**config.mk**
```make
export PLATFORM = sky130hd
export DESIGN_NAME = spram_bank_power_ctrl
export DESIGN_NICKNAME = d
export VERILOG_FILES = /design/src/rtl/spram_bank_power_ctrl_pkg.sv /design/src/rtl/spram_bank_power_ctrl_fsm.sv /design/src/rtl/spram_bank_power_ctrl.sv
export SDC_FILE = /design/constraint.sdc
export NUM_CORES = 1
export LEC_CHECK = 0
export CORE_UTILIZATION = 57
export CTS_CLUSTER_DIAMETER = 150
export DETAILED_ROUTE_END_ITERATION = 10
export GPL_ROUTABILITY_DRIVEN = 0
export PLACE_DENSITY_LB_ADDON = 0.1
export SYNTH_ARGS = -nofsm -noshare
export SYNTH_HDL_FRONTEND = slang
export SYNTH_SLANG_ARGS = --single-unit
```
**constraint.sdc**
```tcl
create_clock -name clk -period 4.85 [get_ports clk]
set_clock_uncertainty 0.05 [all_clocks]
set_input_delay 0.7275 -clock clk [delete_from_list [all_inputs] [get_ports clk]]
set_output_delay 0.7275 -clock clk [all_outputs]
set_load 0.05 [all_outputs]
```
**src/rtl/spram_bank_power_ctrl_pkg.sv**
```systemverilog
// Shared encodings for the SPRAM bank power sequencer: per-bank state codes and
// the STANDBY/SLEEP/POWEROFF pin pattern that each state drives.
package spram_bank_power_ctrl_pkg;

   localparam logic [2:0] ST_ACTIVE  = 3'd0;
   localparam logic [2:0] ST_STANDBY = 3'd1;
   localparam logic [2:0] ST_SLEEP   = 3'd2;
   localparam logic [2:0] ST_WAKE    = 3'd3;
   localparam logic [2:0] ST_OFF     = 3'd4;

   // POWEROFF is active-low on the macro: 1 keeps the bank powered.
   typedef struct packed {
      logic standby;
      logic sleep;
      logic poweroff;
   } pin_pat_t;

   localparam pin_pat_t PINS_ACTIVE  = '{standby: 1'b0, sleep: 1'b0, poweroff: 1'b1};
   localparam pin_pat_t PINS_STANDBY = '{standby: 1'b1, sleep: 1'b0, poweroff: 1'b1};
   localparam pin_pat_t PINS_SLEEP   = '{standby: 1'b0, sleep: 1'b1, poweroff: 1'b1};
   localparam pin_pat_t PINS_WAKE    = '{standby: 1'b0, sleep: 1'b0, poweroff: 1'b1};
   localparam pin_pat_t PINS_OFF     = '{standby: 1'b0, sleep: 1'b0, poweroff: 1'b0};

   function automatic pin_pat_t pins_for_state(input logic [2:0] st);
      pin_pat_t p;
      case (st)
         ST_STANDBY: p = PINS_STANDBY;
         ST_SLEEP:   p = PINS_SLEEP;
         ST_WAKE:    p = PINS_WAKE;
         ST_OFF:     p = PINS_OFF;
         default:    p = PINS_ACTIVE;
      endcase
      return p;
   endfunction

endpackage

```
**src/rtl/spram_bank_power_ctrl_fsm.sv**
```systemverilog
// Per-bank power FSM: tracks idle time, steps the bank through standby/sleep,
// runs the wake-up delay and drives the registered SPRAM power pins.
module spram_bank_pwr_fsm
   import spram_bank_power_ctrl_pkg::*;
#(
   parameter int IDLE_STANDBY = 16,
   parameter int IDLE_SLEEP   = 256,
   parameter int WAKE_CYCLES  = 3
) (
   input  logic clk,
   input  logic rst_n,
   input  logic force_off_i,
   input  logic req_i,
   input  logic grant_i,
   output logic is_active_o,
   output logic is_off_o,
   output logic standby_o,
   output logic sleep_o,
   output logic poweroff_o
);

   localparam int IDLE_W = $clog2(IDLE_SLEEP + 1);
   localparam int WAKE_W = $clog2(WAKE_CYCLES + 1);

   localparam logic [IDLE_W-1:0] IDLE_STBY_LAST = IDLE_W'(IDLE_STANDBY - 1);
   localparam logic [IDLE_W-1:0] IDLE_SLP_LAST  = IDLE_W'(IDLE_SLEEP - 1);
   localparam logic [IDLE_W-1:0] IDLE_MAX       = IDLE_W'(IDLE_SLEEP);
   localparam logic [WAKE_W-1:0] WAKE_LAST      = WAKE_W'(WAKE_CYCLES - 1);

   logic [2:0]        state_q, state_d;
   logic [IDLE_W-1:0] idle_q, idle_d;
   logic [WAKE_W-1:0] wake_q, wake_d;
   pin_pat_t          pins_q, pins_d;
   logic              enter_active;

   always_comb begin
      // NOTE: every output of this block gets a default first, so no path infers a latch.
      state_d = state_q;
      if (force_off_i) begin
         state_d = ST_OFF;
      end else begin
         case (state_q)
            ST_OFF:     state_d = ST_WAKE;
            ST_ACTIVE:  if (!grant_i && idle_q == IDLE_STBY_LAST) state_d = ST_STANDBY;
            ST_STANDBY: begin
               if (req_i)                        state_d = ST_ACTIVE;
               else if (idle_q == IDLE_SLP_LAST) state_d = ST_SLEEP;
            end
            ST_SLEEP:   if (req_i) state_d = ST_WAKE;
            ST_WAKE:    if (wake_q == WAKE_LAST) state_d = ST_ACTIVE;
            default:    state_d = ST_ACTIVE;
         endcase
      end
   end

   assign enter_active = (state_d == ST_ACTIVE) && (state_q != ST_ACTIVE);

   always_comb begin
      idle_d = idle_q;
      if (grant_i || enter_active) idle_d = '0;
      else if (idle_q != IDLE_MAX) idle_d = idle_q + 1'b1;
   end

   // The wake counter only runs while the bank stays in WAKE; any other path restarts it.
   assign wake_d = (state_q == ST_WAKE && state_d == ST_WAKE) ? wake_q + 1'b1 : '0;

   assign pins_d = pins_for_state(state_d);

   always_ff @(posedge clk or negedge rst_n) begin
      if (!rst_n) begin
         state_q <= ST_ACTIVE;
         idle_q  <= '0;
         wake_q  <= '0;
         pins_q  <= PINS_ACTIVE;
      end else begin
         // NOTE: non-blocking so all flops sample the pre-edge values together.
         state_q <= state_d;
         idle_q  <= idle_d;
         wake_q  <= wake_d;
         pins_q  <= pins_d;
      end
   end

   assign is_active_o = (state_q == ST_ACTIVE);
   assign is_off_o    = (state_q == ST_OFF);
   assign standby_o   = pins_q.standby;
   assign sleep_o     = pins_q.sleep;
   assign poweroff_o  = pins_q.poweroff;

endmodule

```
**src/rtl/spram_bank_power_ctrl.sv**
```systemverilog
// Power/access sequencer for the banked SPRAM: decodes the target bank, gates the
// memory handshake on bank readiness and hosts one power FSM per bank.
module spram_bank_power_ctrl
   import spram_bank_power_ctrl_pkg::*;
#(
   parameter int NUM_BANKS    = 2,
   parameter int ADDR_W       = 15,
   parameter int IDLE_STANDBY = 16,
   parameter int IDLE_SLEEP   = 256,
   parameter int WAKE_CYCLES  = 3
) (
   input  logic                 clk,
   input  logic                 rst_n,
   input  logic                 req_valid,
   input  logic [ADDR_W-1:0]    req_addr,
   input  logic                 req_wren,
   output logic                 req_ready,
   output logic                 req_err,
   input  logic [NUM_BANKS-1:0] force_off,
   output logic                 mem_chip_sel,
   output logic                 mem_wren,
   output logic [NUM_BANKS-1:0] standby,
   output logic [NUM_BANKS-1:0] sleep,
   output logic [NUM_BANKS-1:0] poweroff
);

   localparam int BANK_W = (NUM_BANKS > 1) ? $clog2(NUM_BANKS) : 1;

   logic [BANK_W-1:0]    bank_sel;
   logic                 addr_unused;
   logic [NUM_BANKS-1:0] bank_active;
   logic [NUM_BANKS-1:0] bank_off;
   logic [NUM_BANKS-1:0] bank_req;
   logic [NUM_BANKS-1:0] bank_grant;
   logic                 tgt_active;
   logic                 tgt_off;
   logic                 tgt_forced;

   // Only the top address bits pick the bank; the rest belong to the memory itself.
   if (NUM_BANKS > 1) begin : g_multi
      assign bank_sel    = req_addr[ADDR_W-1 -: BANK_W];
      assign addr_unused = ^req_addr[ADDR_W-BANK_W-1:0];
   end else begin : g_single
      assign bank_sel    = '0;
      assign addr_unused = ^req_addr;
   end

   assign tgt_active = bank_active[bank_sel];
   assign tgt_off    = bank_off[bank_sel];
   assign tgt_forced = force_off[bank_sel];

   // Reset masks the handshake so a request held across reset is re-evaluated afterwards.
   assign req_ready    = rst_n & req_valid & tgt_active & ~tgt_forced;
   assign req_err      = rst_n & req_valid & (tgt_off | tgt_forced);
   assign mem_chip_sel = req_valid & req_ready;
   assign mem_wren     = req_wren & req_valid & req_ready;

   for (genvar b = 0; b < NUM_BANKS; b++) begin : g_bank
      assign bank_req[b]   = req_valid & (bank_sel == BANK_W'(b));
      assign bank_grant[b] = req_ready & (bank_sel == BANK_W'(b));

      spram_bank_pwr_fsm #(
         .IDLE_STANDBY (IDLE_STANDBY),
         .IDLE_SLEEP   (IDLE_SLEEP),
         .WAKE_CYCLES  (WAKE_CYCLES)
      ) u_fsm (
         .clk         (clk),
         .rst_n       (rst_n),
         .force_off_i (force_off[b]),
         .req_i       (bank_req[b]),
         .grant_i     (bank_grant[b]),
         .is_active_o (bank_active[b]),
         .is_off_o    (bank_off[b]),
         .standby_o   (standby[b]),
         .sleep_o     (sleep[b]),
         .poweroff_o  (poweroff[b])
      );
   end

endmodule

```
==> metrics <==
status complete, no violations; CP peak stage delay 820 ps; Avg Inst Size Synth 9.56 um2; EDFF count, synth 0; Mapped Cells 197; Reg clk slew, reported paths 110 ps; Max Buffers Root-to-Sink 2; setup tns final 0 ps; fin crit period 3630 ps; biggest area consumer among synthesized cells dfrtp_1; max_slew headroom 34.2%; Root Buffer clkbuf_4; share of the synthesized area in the top cell type 42.5%; Ports 31; setup ws final 1220 ps; WL final 3.48 mm; GRT overflow 0; FF+latch count, synth 34; routed vias 1444; Post-Syn Area 1880 um2; largest net degree at the start of global routing 20; Layout Area Growth over Synthesis 10.8%; die width 59.5 um; hold_buf cts 0; yosys warns 0; Port Buffers 16; Max IR drop VDD 219 uV; vias in the first global route 1340; share of layout cells above drive strength 1 8.21%; Synth area leaders dfrtp_1, ha_1, nor2_1; # rows 20; Crit-path slowest cell clkdlybuf4s50_1; slew at the pin closest to its max-slew limit 985 ps; Post-CTS Setup Bufs 0; die area 3540 um2; Tot GR Track Use 22.9%; Final setup viols 0; period utilisation layout 74.8%; RSZ-0062 raised after global routing no; CP Capture Type output pin; Slew Viols, Final 0; FMAX 276 MHz; height of the die 59.5 um; pwr dens 372 nW/um2; Crit Path Class in2out; Synth cell types 45; ys flop type dfrtp_1; DRC 0; initial antenna violation count 0; Pre-antenna DRT Iters 4; CP Data Required Time 4070 ps; final-stage net count 235; CORE AREA 3100 um2; sequential cell area fraction in the yosys report 45.3%; Post-synth ARST share 100%; Initial DRC Count 42; crit-path most repeated cell clkdlybuf4s50_1; Worst Setup Start Kind primary input; ant diodes 0; PostCTS Resize Cnt 0; first-pass GRT wire length 5.89 mm; Hold Crit Class reg2reg; antenna-violating nets left 0; initial core utilization 60.7%; Max FO, Critical Path 19; insertion delay to the later sink of the worst-skew pair 360 ps; Critical Path AT 2850 ps; WL/cell 13.8 um; clock sink total 34; CTS buffer count 5; CTS tree built; Fin. Hold Viols 0; Place WS 1190 ps; Via density 5.75; H-tree levels 2; maxcap violations 0; Leak 0.908 nW; number of fillers in the final layout 276; Detailed Place HPWL 2.46 mm; syn nets 226; CP Cell Sequence clkdlybuf4s50_1 > buf_4 > o311ai_0 > a21oi_1 > clkdlybuf4s50_1
## Yosys cell counts (2+ instances only)
library cell  count
dfrtp_1          32
nor2_1           18
inv_1            12
nand2_1          12
nor3_1           10
nand3_1           9
a21oi_1           8
ha_1              8
clkbuf_1          7
xnor2_1           7
buf_4             6
xor2_1            6
nor2b_1           5
and3_1            4
mux2i_1           4
nand2b_1          4
o21ai_0           4
buf_2             3
nand4_1           3
or4_1             3
a31oi_1           2
and2_1            2
and4_1            2
dfstp_2           2
nor3b_1           2
nor4_1            2
o311ai_0          2
## registers in the layout, indices dropped and copies added, names as in the netlist
register and count:
g_bank.u_fsm.poweroff_o 2, g_bank.u_fsm.wake_q 4, g_bank.u_fsm.sleep_o 2, g_bank.u_fsm.idle_q 18, g_bank.u_fsm.state_q 6, g_bank.u_fsm.standby_o 2
## per-stage QoR
stage	total power [mW]	hold slack [ps]	util, %	area [um2]	instances
after floorplan	0.554	351	-	1880	197
after global placement	0.594	362	65.3	2030	243
after detailed placement	0.609	370	65.3	2030	243
after CTS	0.781	386	67.3	2090	251
after global routing	0.830	398	67.3	2090	251
final	0.776	380	67.3	2090	251
## cells by family (layout without fill, tap and decap cells)
| logic type | Yosys count | after routing | share of synthesized area [%] |
|---|---|---|---|
| adders and majority gates | 8 | 8 | 5.32 |
| muxes | 4 | 4 | 2.13 |
| and+or+nand+nor | 80 | 80 | 22.3 |
| DFF | 34 | 34 | 45.3 |
| buffers and inverters | 28 | 38 | 6.98 |
| xor gates and xnor gates | 13 | 13 | 6.05 |
| AOI/OAI and AO/OA | 30 | 30 | 11.9 |
## power breakdown
group          switching (mW)  total [mW]  internal, mW
Clock                  0.0978       0.168        0.0702
Sequential             0.0557       0.389         0.334
Combinational           0.120       0.218        0.0983
## cell type report
cell class                 instances  area (um2)  share of cell area (%)
timing repair buffer              18         175                    8.39
tap                               44        55.1                    2.64
sequential                        34         853                    40.9
clock inverter                     1        5.00                   0.240
multi-input combinational        135         898                    43.0
clock buffer                       7        55.1                    2.64
inverter                          12        45.0                    2.16
## critical path, delay by kind of cell
family,cells,cell delay (ps)
AO/OA/AOI/OAI,2,330
buffers and inverters,3,1780
## final timing paths
check,start,end,slack [ps],cells after the start
worst max-delay path,rst_n,req_err,1220,5
worst min-delay path,g_bank[1].u_fsm.wake_q[0],g_bank[1].u_fsm.wake_q[0],380,1
worst max register to register,g_bank[0].u_fsm.idle_q[0],g_bank[0].u_fsm.idle_q[3],2090,8
worst min register to register,g_bank[1].u_fsm.wake_q[0],g_bank[1].u_fsm.wake_q[0],380,1
max in group asynchronous,rst_n,g_bank[0].u_fsm.poweroff_o,3630,2
min in group asynchronous,rst_n,g_bank[1].u_fsm.wake_q[1],560,1
## layer usage
| metal | wire [um] | share of wire [%] | global-route usage (%) |
|---|---|---|---|
| met5 | 0 | 0 | 0 |
| met4 | 58 | 1.7 | 10.2 |
| met1 | 1600 | 46 | 28.0 |
| met3 | 195 | 5.6 | 7.64 |
| met2 | 1620 | 47 | 36.6 |
## cells in the final DEF (no fill, tap or decap), types with 2 or more instances in the layout
| cell | synthesis | final |
|---|---|---|
| nor2_1 | 18 | 18 |
| dfrtp_1 | 32 | 32 |
| o311ai_0 | 2 | 2 |
| xor2_1 | 6 | 6 |
| o21ai_0 | 4 | 4 |
| and3_1 | 4 | 4 |
| dfstp_2 | 2 | 2 |
| buf_4 | 6 | 2 |
| mux2i_1 | 4 | 4 |
| and4_1 | 2 | 2 |
| ha_1 | 8 | 8 |
| xnor2_1 | 7 | 7 |
| nand2b_1 | 4 | 4 |
| nor2b_1 | 5 | 5 |
| nor4_1 | 2 | 2 |
| a21oi_1 | 8 | 8 |
| nand2_1 | 12 | 12 |
| and2_1 | 2 | 2 |
| or4_1 | 3 | 3 |
| clkbuf_4 | 0 | 5 |
| nor3b_1 | 2 | 2 |
| a31oi_1 | 2 | 2 |
| inv_1 | 12 | 12 |
| clkdlybuf4s50_1 | 0 | 16 |
| nand3_1 | 9 | 9 |
| nor3_1 | 10 | 10 |
| nand4_1 | 3 | 3 |
No activity file was read; power rests on OpenSTA's default activity.
